File: config.mk
export PLATFORM = sky130hd
export DESIGN_NAME = vga_pattern_pipeline
export DESIGN_NICKNAME = d
export VERILOG_FILES = /design/src/rtl/vga_pkg.sv /design/src/rtl/vga_pattern_colour.sv /design/src/rtl/vga_pattern_pipeline.sv
export SDC_FILE = /design/constraint.sdc
export NUM_CORES = 1
export LEC_CHECK = 0
export CAP_MARGIN = 40
export CORE_ASPECT_RATIO = 1.4
export CORE_MARGIN = 2
export CORE_UTILIZATION = 55
export CTS_BUF_LIST = sky130_fd_sc_hd__clkbuf_8
export CTS_CLUSTER_DIAMETER = 60
export DETAILED_ROUTE_END_ITERATION = 10
export DONT_BUFFER_PORTS = 1
export PLACE_DENSITY = 0.7
export SYNTH_ARGS = -nofsm -noshare
export SYNTH_HDL_FRONTEND = slang
export SYNTH_HIERARCHICAL = 1
export SYNTH_SLANG_ARGS = --single-unit
File: constraint.sdc
create_clock -name clk -period 1.9 [get_ports clk]
set_input_delay 0.57 -clock clk [delete_from_list [all_inputs] [get_ports clk]]
set_output_delay 0.57 -clock clk [all_outputs]
set_load 0.1 [all_outputs]
File: src/rtl/vga_pkg.sv
// rtl/vga_pkg.sv - shared types and constants for the VGA pattern pipeline
package vga_pkg;

  localparam int POS_W = 10;
  localparam int COL_W = 2;

  typedef enum logic [1:0] {
    MODE_SCROLL = 2'd0,
    MODE_CHECK  = 2'd1,
    MODE_GRAD   = 2'd2,
    MODE_BARS   = 2'd3
  } mode_t;

  // TinyVGA PMOD bit positions within pmod_out
  localparam int PMOD_R1 = 0;
  localparam int PMOD_G1 = 1;
  localparam int PMOD_B1 = 2;
  localparam int PMOD_VS = 3;
  localparam int PMOD_R0 = 4;
  localparam int PMOD_G0 = 5;
  localparam int PMOD_B0 = 6;
  localparam int PMOD_HS = 7;

endpackage

File: src/rtl/vga_pattern_colour.sv
// rtl/vga_pattern_colour.sv - combinational test-pattern colour lookup
module vga_pattern_colour
  import vga_pkg::*;
(
  input  mode_t             mode,
  input  logic [POS_W-1:0]  mx,
  input  logic [POS_W-1:0]  y,
  input  logic [2:0]        bar,
  output logic [COL_W-1:0]  r,
  output logic [COL_W-1:0]  g,
  output logic [COL_W-1:0]  b
);

  // Position bits no pattern looks at
  logic unused_bits;
  assign unused_bits = ^{mx[3:0], y[9], y[6], y[3], y[1:0]};

  always_comb begin
    r = '0;
    g = '0;
    b = '0;
    case (mode)
      MODE_SCROLL: begin
        r = {mx[5], y[2]};
        g = {mx[6], y[2]};
        b = {mx[7], y[5]};
      end
      MODE_CHECK: begin
        r = {mx[5] ^ y[5], mx[4] ^ y[4]};
        g = r;
        b = r;
      end
      MODE_GRAD: begin
        r = mx[9:8];
        g = mx[8:7];
        b = y[8:7];
      end
      MODE_BARS: begin
        r = {2{bar[2]}};
        g = {2{bar[1]}};
        b = {2{bar[0]}};
      end
      default: begin
        r = '0;
        g = '0;
        b = '0;
      end
    endcase
  end

endmodule

File: src/rtl/vga_pattern_pipeline.sv
// rtl/vga_pattern_pipeline.sv - frame tick, scroll state and 2-stage colour pipeline to TinyVGA
module vga_pattern_pipeline
  import vga_pkg::*;
#(
  parameter logic HSYNC_POL = 1'b0,
  parameter logic VSYNC_POL = 1'b0,
  parameter int   FC_W      = 16
) (
  input  logic              clk,
  input  logic              reset,
  input  logic              hsync_in,
  input  logic              vsync_in,
  input  logic              display_on,
  input  logic [POS_W-1:0]  hpos,
  input  logic [POS_W-1:0]  vpos,
  input  logic [1:0]        mode,
  input  logic [2:0]        speed,
  input  logic              pause,
  output logic [COL_W-1:0]  r,
  output logic [COL_W-1:0]  g,
  output logic [COL_W-1:0]  b,
  output logic              hsync_out,
  output logic              vsync_out,
  output logic [7:0]        pmod_out,
  output logic [FC_W-1:0]   frame_count
);

  logic             vsync_q;
  logic             tick;
  logic [POS_W-1:0] offset;
  mode_t            active_mode;

  logic [POS_W-1:0] s1_mx;
  logic [POS_W-1:0] s1_y;
  logic             s1_de;
  logic             s1_hs;
  logic             s1_vs;
  logic [2:0]       s1_bar;
  mode_t            s1_mode;

  logic [COL_W-1:0] col_r;
  logic [COL_W-1:0] col_g;
  logic [COL_W-1:0] col_b;

  assign tick = (vsync_q != VSYNC_POL) && (vsync_in == VSYNC_POL);

  // Frame-rate state, advanced only on the asserting edge of vsync
  always_ff @(posedge clk) begin
    if (reset) begin
      vsync_q     <= ~VSYNC_POL;
      offset      <= '0;
      frame_count <= '0;
      active_mode <= MODE_SCROLL;
    end else begin
      vsync_q <= vsync_in;
      if (tick) begin
        frame_count <= frame_count + 1'b1;
        active_mode <= mode_t'(mode);
        if (!pause) begin
          offset <= offset + {7'd0, speed};
        end
      end
    end
  end

  // S1 captures mode alongside the pixel so each pixel sees a consistent mode/offset pair
  always_ff @(posedge clk) begin
    if (reset) begin
      s1_mx   <= '0;
      s1_y    <= '0;
      s1_de   <= 1'b0;
      s1_hs   <= ~HSYNC_POL;
      s1_vs   <= ~VSYNC_POL;
      s1_bar  <= '0;
      s1_mode <= MODE_SCROLL;
    end else begin
      s1_mx   <= hpos + offset;
      s1_y    <= vpos;
      s1_de   <= display_on;
      s1_hs   <= hsync_in;
      s1_vs   <= vsync_in;
      s1_bar  <= hpos[9:7];
      s1_mode <= active_mode;
    end
  end

  vga_pattern_colour u_colour (
    .mode (s1_mode),
    .mx   (s1_mx),
    .y    (s1_y),
    .bar  (s1_bar),
    .r    (col_r),
    .g    (col_g),
    .b    (col_b)
  );

  always_ff @(posedge clk) begin
    if (reset) begin
      r         <= '0;
      g         <= '0;
      b         <= '0;
      hsync_out <= ~HSYNC_POL;
      vsync_out <= ~VSYNC_POL;
    end else begin
      r         <= s1_de ? col_r : '0;
      g         <= s1_de ? col_g : '0;
      b         <= s1_de ? col_b : '0;
      hsync_out <= s1_hs;
      vsync_out <= s1_vs;
    end
  end

  always_comb begin
    pmod_out          = '0;
    pmod_out[PMOD_HS] = hsync_out;
    pmod_out[PMOD_B0] = b[0];
    pmod_out[PMOD_G0] = g[0];
    pmod_out[PMOD_R0] = r[0];
    pmod_out[PMOD_VS] = vsync_out;
    pmod_out[PMOD_B1] = b[1];
    pmod_out[PMOD_G1] = g[1];
    pmod_out[PMOD_R1] = r[1];
  end

endmodule

==> results.sh, run 1 <==
export IMPL_finClkSkew_ns=0.0118
export IMPL_grt_pass1_wl_mm=8.69
export IMPL_num_nets_final=354
export IMPL_clk_latency_ns=0.30
export IMPL_drt_total_wl_mm=5.11
export IMPL_root_buffer="clkbuf_8"
export IMPL_hpwl_mm=3.78
export IMPL_topRoutingLayerUsed="met4"
export IMPL_path_clk_slew_ns=0.10
export IMPL_cts_tree="yes"
export IMPL_path_cells="ha_1 -> nand3_2 -> o2111ai_2 -> a221oi_2 -> mux2_1"
export IMPL_final_cell_mix="dfxtp_1 (35), buf_4 (25), a21oi_1 (21), nand2_1 (21)"
export IMPL_setup_tns_final_ns=0
export IMPL_fin_crit_ns=1.80
export IMPL_synth_nets=332
export IMPL_grt_max_degree=52
export IMPL_fin_ws_ns=0.104
export IMPL_path_class="register to register"
export IMPL_met3WireLength_microns=246
export IMPL_critPathLaunchType="register"
export IMPL_tightest_slew_ns=0.536
export IMPL_cts_buffers=5
export IMPL_core_area_sq_mm=0.00477
export IMPL_yosysWarnings=6
export IMPL_cpMaxStageDelayCell="ha_1"
export IMPL_drive_gt1_frac=0.269
export IMPL_ios=63
export IMPL_place_congestion=0.828
export IMPL_wl_met1_mm=2.11
export IMPL_track_usage=0.199
export IMPL_hold_viol=0
export IMPL_worstPathRequired_ns=2.09
export IMPL_fp_dieArea_sq_mm=0.00543
export IMPL_rsz0062_at_grt="no"
export IMPL_die_w_microns=62.8
export IMPL_wl_per_cell_microns=13.7
export IMPL_cts_htree_levels=2
export IMPL_first_pass_iters=4
export IMPL_setup_violations=0
export IMPL_cp_end_kind="register"
export IMPL_fp_dieH_microns=86.4
export IMPL_drc_errors=0
export IMPL_path_delay_family="compound AO/OA/AOI/OAI gates"
export IMPL_synthToLayoutAreaGrowth_pct=19.5
export IMPL_rows=30
export IMPL_place_ws_ns=-0.127
export IMPL_avgSynthCellArea_sq_um=9.32
export IMPL_irDropWorstVdd_v=0.000534
export IMPL_clock_fmax_mhz=557
export IMPL_clockBufferDepth=2
export IMPL_cp_slowest_stage_delay_ns=0.37
export IMPL_crit_path_max_fanout=5
export IMPL_n_antenna_cell=0
export IMPL_p_per_area_mw_per_mm2=717
export IMPL_cts_sinks=55
export IMPL_relSlewSlack=0.642
export IMPL_status="completed"
export IMPL_first_global_vias=1930
export IMPL_hold_class="input pin to register"
export IMPL_final_antenna_net_count=0
export IMPL_synth_area_sq_mm=0.00267
export IMPL_final_common_cell="dfxtp_1"
export IMPL_dr_wl_met2_mm=2.69
export IMPL_finalCritPeriodShare=0.945
export IMPL_antenna_found_initial=0
export IMPL_finalMaxSlewViolations=0
export IMPL_grt_overflow=0
export IMPL_dr_total_vias=2040
export IMPL_initial_core_util=0.559
export IMPL_portBuffers=0
export IMPL_arrival_ns=1.99
export IMPL_holdBufCountCts=0
export IMPL_leakagePower_nw=1.28
export IMPL_crit_buf_inv=0
export IMPL_cap_violations=0
export IMPL_avgViaCountPerCell=5.47
export IMPL_drtIter0Drc=85
export IMPL_synth_cells=286
-- metrics by stage --
stage                     area (sq um)  cells  utilization  hold WS (ns)  total power, mW
after floorplan                   2730    286            -         0.389             1.48
after global placement            3040    364        0.637         0.393             1.52
after detailed placement          3050    365        0.640         0.403             1.52
after CTS                         3170    373        0.665         0.300             2.30
after global routing              3190    373        0.668         0.293             2.38
final                             3190    373        0.668         0.321             2.29
-- per-layer routing --
layer,up-vias,track usage
met4,0,0.0707
met5,-,0
met1,938,0.227
met2,46,0.361
met3,4,0.0519
li1,1052,-
-- worst reg2reg max path, cell delays in order (launching register included) --
cell       delay (ns)
dfxtp_1          0.34
ha_1             0.37
nand3_2          0.12
o2111ai_2        0.18
a221oi_2         0.33
mux2_1           0.36
-- where the power goes --
part           internal [mW]  switching [mW]
registers               1.19          0.0268
clock network          0.400           0.385
logic                  0.109           0.176
total                   1.70           0.587
-- flip-flops by register name (all words and copies together) (netlist names) --
name         cells
s1_mx            6
frame_count     16
r                2
offset          10
s1_bar           3
g                2
s1_y             5
s1_vs            1
s1_hs            1
hsync_out        1
s1_de            1
active_mode      2
vsync_out        1
s1_mode          2
b                2
-- what timing repair did --
item | CTS | global route
setup endpoints to repair | 0 | 4
resized for setup | 0 | 4
setup buffers | 0 | 0
-- area by class of cell --
cell class	instances	area, sq um
fill	415	1580
multi-input combinational	210	1490
sequential	55	1130
timing repair buffer	34	363
tap	64	80.1
clock buffer	5	68.8
clock inverter	3	47.5
inverter	2	7.51
-- final timing paths --
check | start | endpoint | slack (ns) | cells after the start
setup / recovery | offset[4] | s1_mx[9] | 0.10 | 5
hold / removal | reset | frame_count[11] | 0.32 | 1
setup reg to reg | offset[4] | s1_mx[9] | 0.10 | 5
hold reg to reg | s1_hs | hsync_out | 0.43 | 1
(Power assumes the default switching activity.)
==> run 2, diff against run 1 <==
Settings changed: CORE_UTILIZATION 55 to 35, PLACE_DENSITY 0.7 to 0.48.
==> results.sh, run 2 (synthesized netlist as in run 1, its figures left out) <==
export IMPL_final_antenna_net_count=0
export IMPL_finClkSkew_ns=0.0115
export IMPL_hold_viol=0
export IMPL_grt_pass1_wl_mm=9.95
export IMPL_path_cells="ha_1 -> fa_2 -> a211oi_4 -> o211a_1 -> nor4_1 -> o21ba_1"
export IMPL_cp_end_kind="register"
export IMPL_reg2reg_depth=6
export IMPL_cts_tree="yes"
export IMPL_layoutNonFillerInstCount=410
export IMPL_crit_buf_inv=0
export IMPL_hp_start="reset"
export IMPL_relSlewSlack=0.638
export IMPL_clock_fmax_mhz=560
export IMPL_cp_depth=6
export IMPL_initial_core_util=0.362
export IMPL_rsz0062_at_grt="no"
export IMPL_largest_reg_flops=16
export IMPL_whs_path_depth=1
export IMPL_track_usage=0.150
export IMPL_largest_register="frame_count"
export IMPL_cts_htree_levels=2
export IMPL_cts_repair_resized=0
export IMPL_final_common_cell="dfxtp_1"
export IMPL_clockBufferDepth=2
export IMPL_fin_ws_ns=0.114
export IMPL_setup_tns_final_ns=0
export IMPL_cts_buffers=5
export IMPL_fillerInstances=699
export IMPL_n_antenna_cell=0
export IMPL_hpwl_mm=4.38
export IMPL_antenna_found_initial=0
export IMPL_path_clk_slew_ns=0.10
export IMPL_drc_errors=0
export IMPL_worstPathRequired_ns=2.10
export IMPL_path_delay_family="compound AO/OA/AOI/OAI gates"
export IMPL_worstReg2RegStart="offset[0]"
export IMPL_fin_crit_ns=1.79
export IMPL_crit_path_max_fanout=3
export IMPL_first_pass_iters=4
export IMPL_arrival_ns=1.99
export IMPL_finalCritPeriodShare=0.940
export IMPL_first_global_vias=2159
export IMPL_grt_max_degree=52
export IMPL_irDropWorstVdd_v=0.000507
export IMPL_cpMaxStageDelayCell="fa_2"
export IMPL_place_ws_ns=-0.128
export IMPL_placed_cells=402
export IMPL_root_buffer="clkbuf_8"
export IMPL_holdBufCountCts=0
export IMPL_tightest_slew_ns=0.543
export IMPL_place_congestion=0.788
export IMPL_drt_total_wl_mm=5.66
export IMPL_p_per_area_mw_per_mm2=744
export IMPL_die_w_microns=77.8
export IMPL_wl_per_cell_microns=13.8
export IMPL_worstSetupStartpoint="offset[0]"
export IMPL_leakagePower_nw=1.31
export IMPL_post_cts_setup_buffer_count=0
export IMPL_rows=37
export IMPL_synthToLayoutAreaGrowth_pct=22.7
export IMPL_cp_slowest_stage_delay_ns=0.38
export IMPL_cts_sinks=55
export IMPL_drtIter0Drc=85
export IMPL_critPathLaunchType="register"
export IMPL_finalMaxSlewViolations=0
export IMPL_core_area_sq_mm=0.00736
export IMPL_grt_overflow=0
export IMPL_avgViaCountPerCell=5.06
export IMPL_ios=63
export IMPL_dr_total_vias=2076
export IMPL_setup_violations=0
export IMPL_cap_violations=0
export IMPL_final_cell_mix="dfxtp_1 (35), buf_4 (30), a21oi_1 (22)"
export IMPL_num_nets_final=358
export IMPL_hold_class="input pin to register"
export IMPL_drive_gt1_frac=0.275
export IMPL_clk_latency_ns=0.31
export IMPL_fp_dieH_microns=107
export IMPL_path_class="register to register"
export IMPL_status="completed"
export IMPL_fp_dieArea_sq_mm=0.00834
export IMPL_biggestRegsByFlops="frame_count (16), offset (10), s1_mx (6)"
export IMPL_portBuffers=0
export IMPL_fin_total_pwr_mw=2.43
-- run 2: cell types whose count changed in the layout (fill, tap and decap cells not counted) --
cell       change
inv_8          +1
a21oi_1        +1
clkinv_4       -1
inv_6          -1
a21oi_2        -1
buf_8          -1
o21ai_0        -1
o21ai_1        +1
buf_4          +5
bufinv_16      +1
-- run 2: final cells by class --
cell class | instances | area, sq um | area share
Inverter | 2 | 7.51 | 0.00230
Timing Repair Buffer | 38 | 385 | 0.118
Multi-Input combinational cell | 210 | 1480 | 0.454
Clock inverter | 3 | 71.3 | 0.0218
Clock buffer | 5 | 68.8 | 0.0210
Tap cell | 97 | 121 | 0.0371
Sequential cell | 55 | 1130 | 0.346
-- run 2: worst paths after layout --
check / slack (ns) / endpoint
setup / recovery: 0.11 / s1_mx[8]
hold / removal: 0.32 / s1_y[5]
setup reg to reg: 0.11 / s1_mx[8]
hold reg to reg: 0.42 / hsync_out
-- run 2: report_power, final --
group | leakage (nW) | internal [mW] | switching (mW)
Sequential | 0.458 | 1.19 | 0.0269
Clock | 0.0703 | 0.535 | 0.394
Combinational | 0.777 | 0.110 | 0.177
Total | 1.31 | 1.83 | 0.598
-- run 2: stage by stage --
stage | cell area, sq um | util | hold slack [ns]
finish | 3270 | 0.444 | 0.317
detailed placement | 3120 | 0.423 | 0.398
floorplan | 2730 | - | 0.389
global route | 3270 | 0.444 | 0.282
global placement | 3120 | 0.423 | 0.391
CTS | 3260 | 0.442 | 0.295
-- run 2: layer usage --
layer / vias to the layer above / track usage / share of wire
met4: 0 / 0.0561 / 0.020
met3: 8 / 0.0354 / 0.034
met2: 34 / 0.284 / 0.55
met5: - / 0 / 0
li1: 1064 / - / -
met1: 970 / 0.158 / 0.39
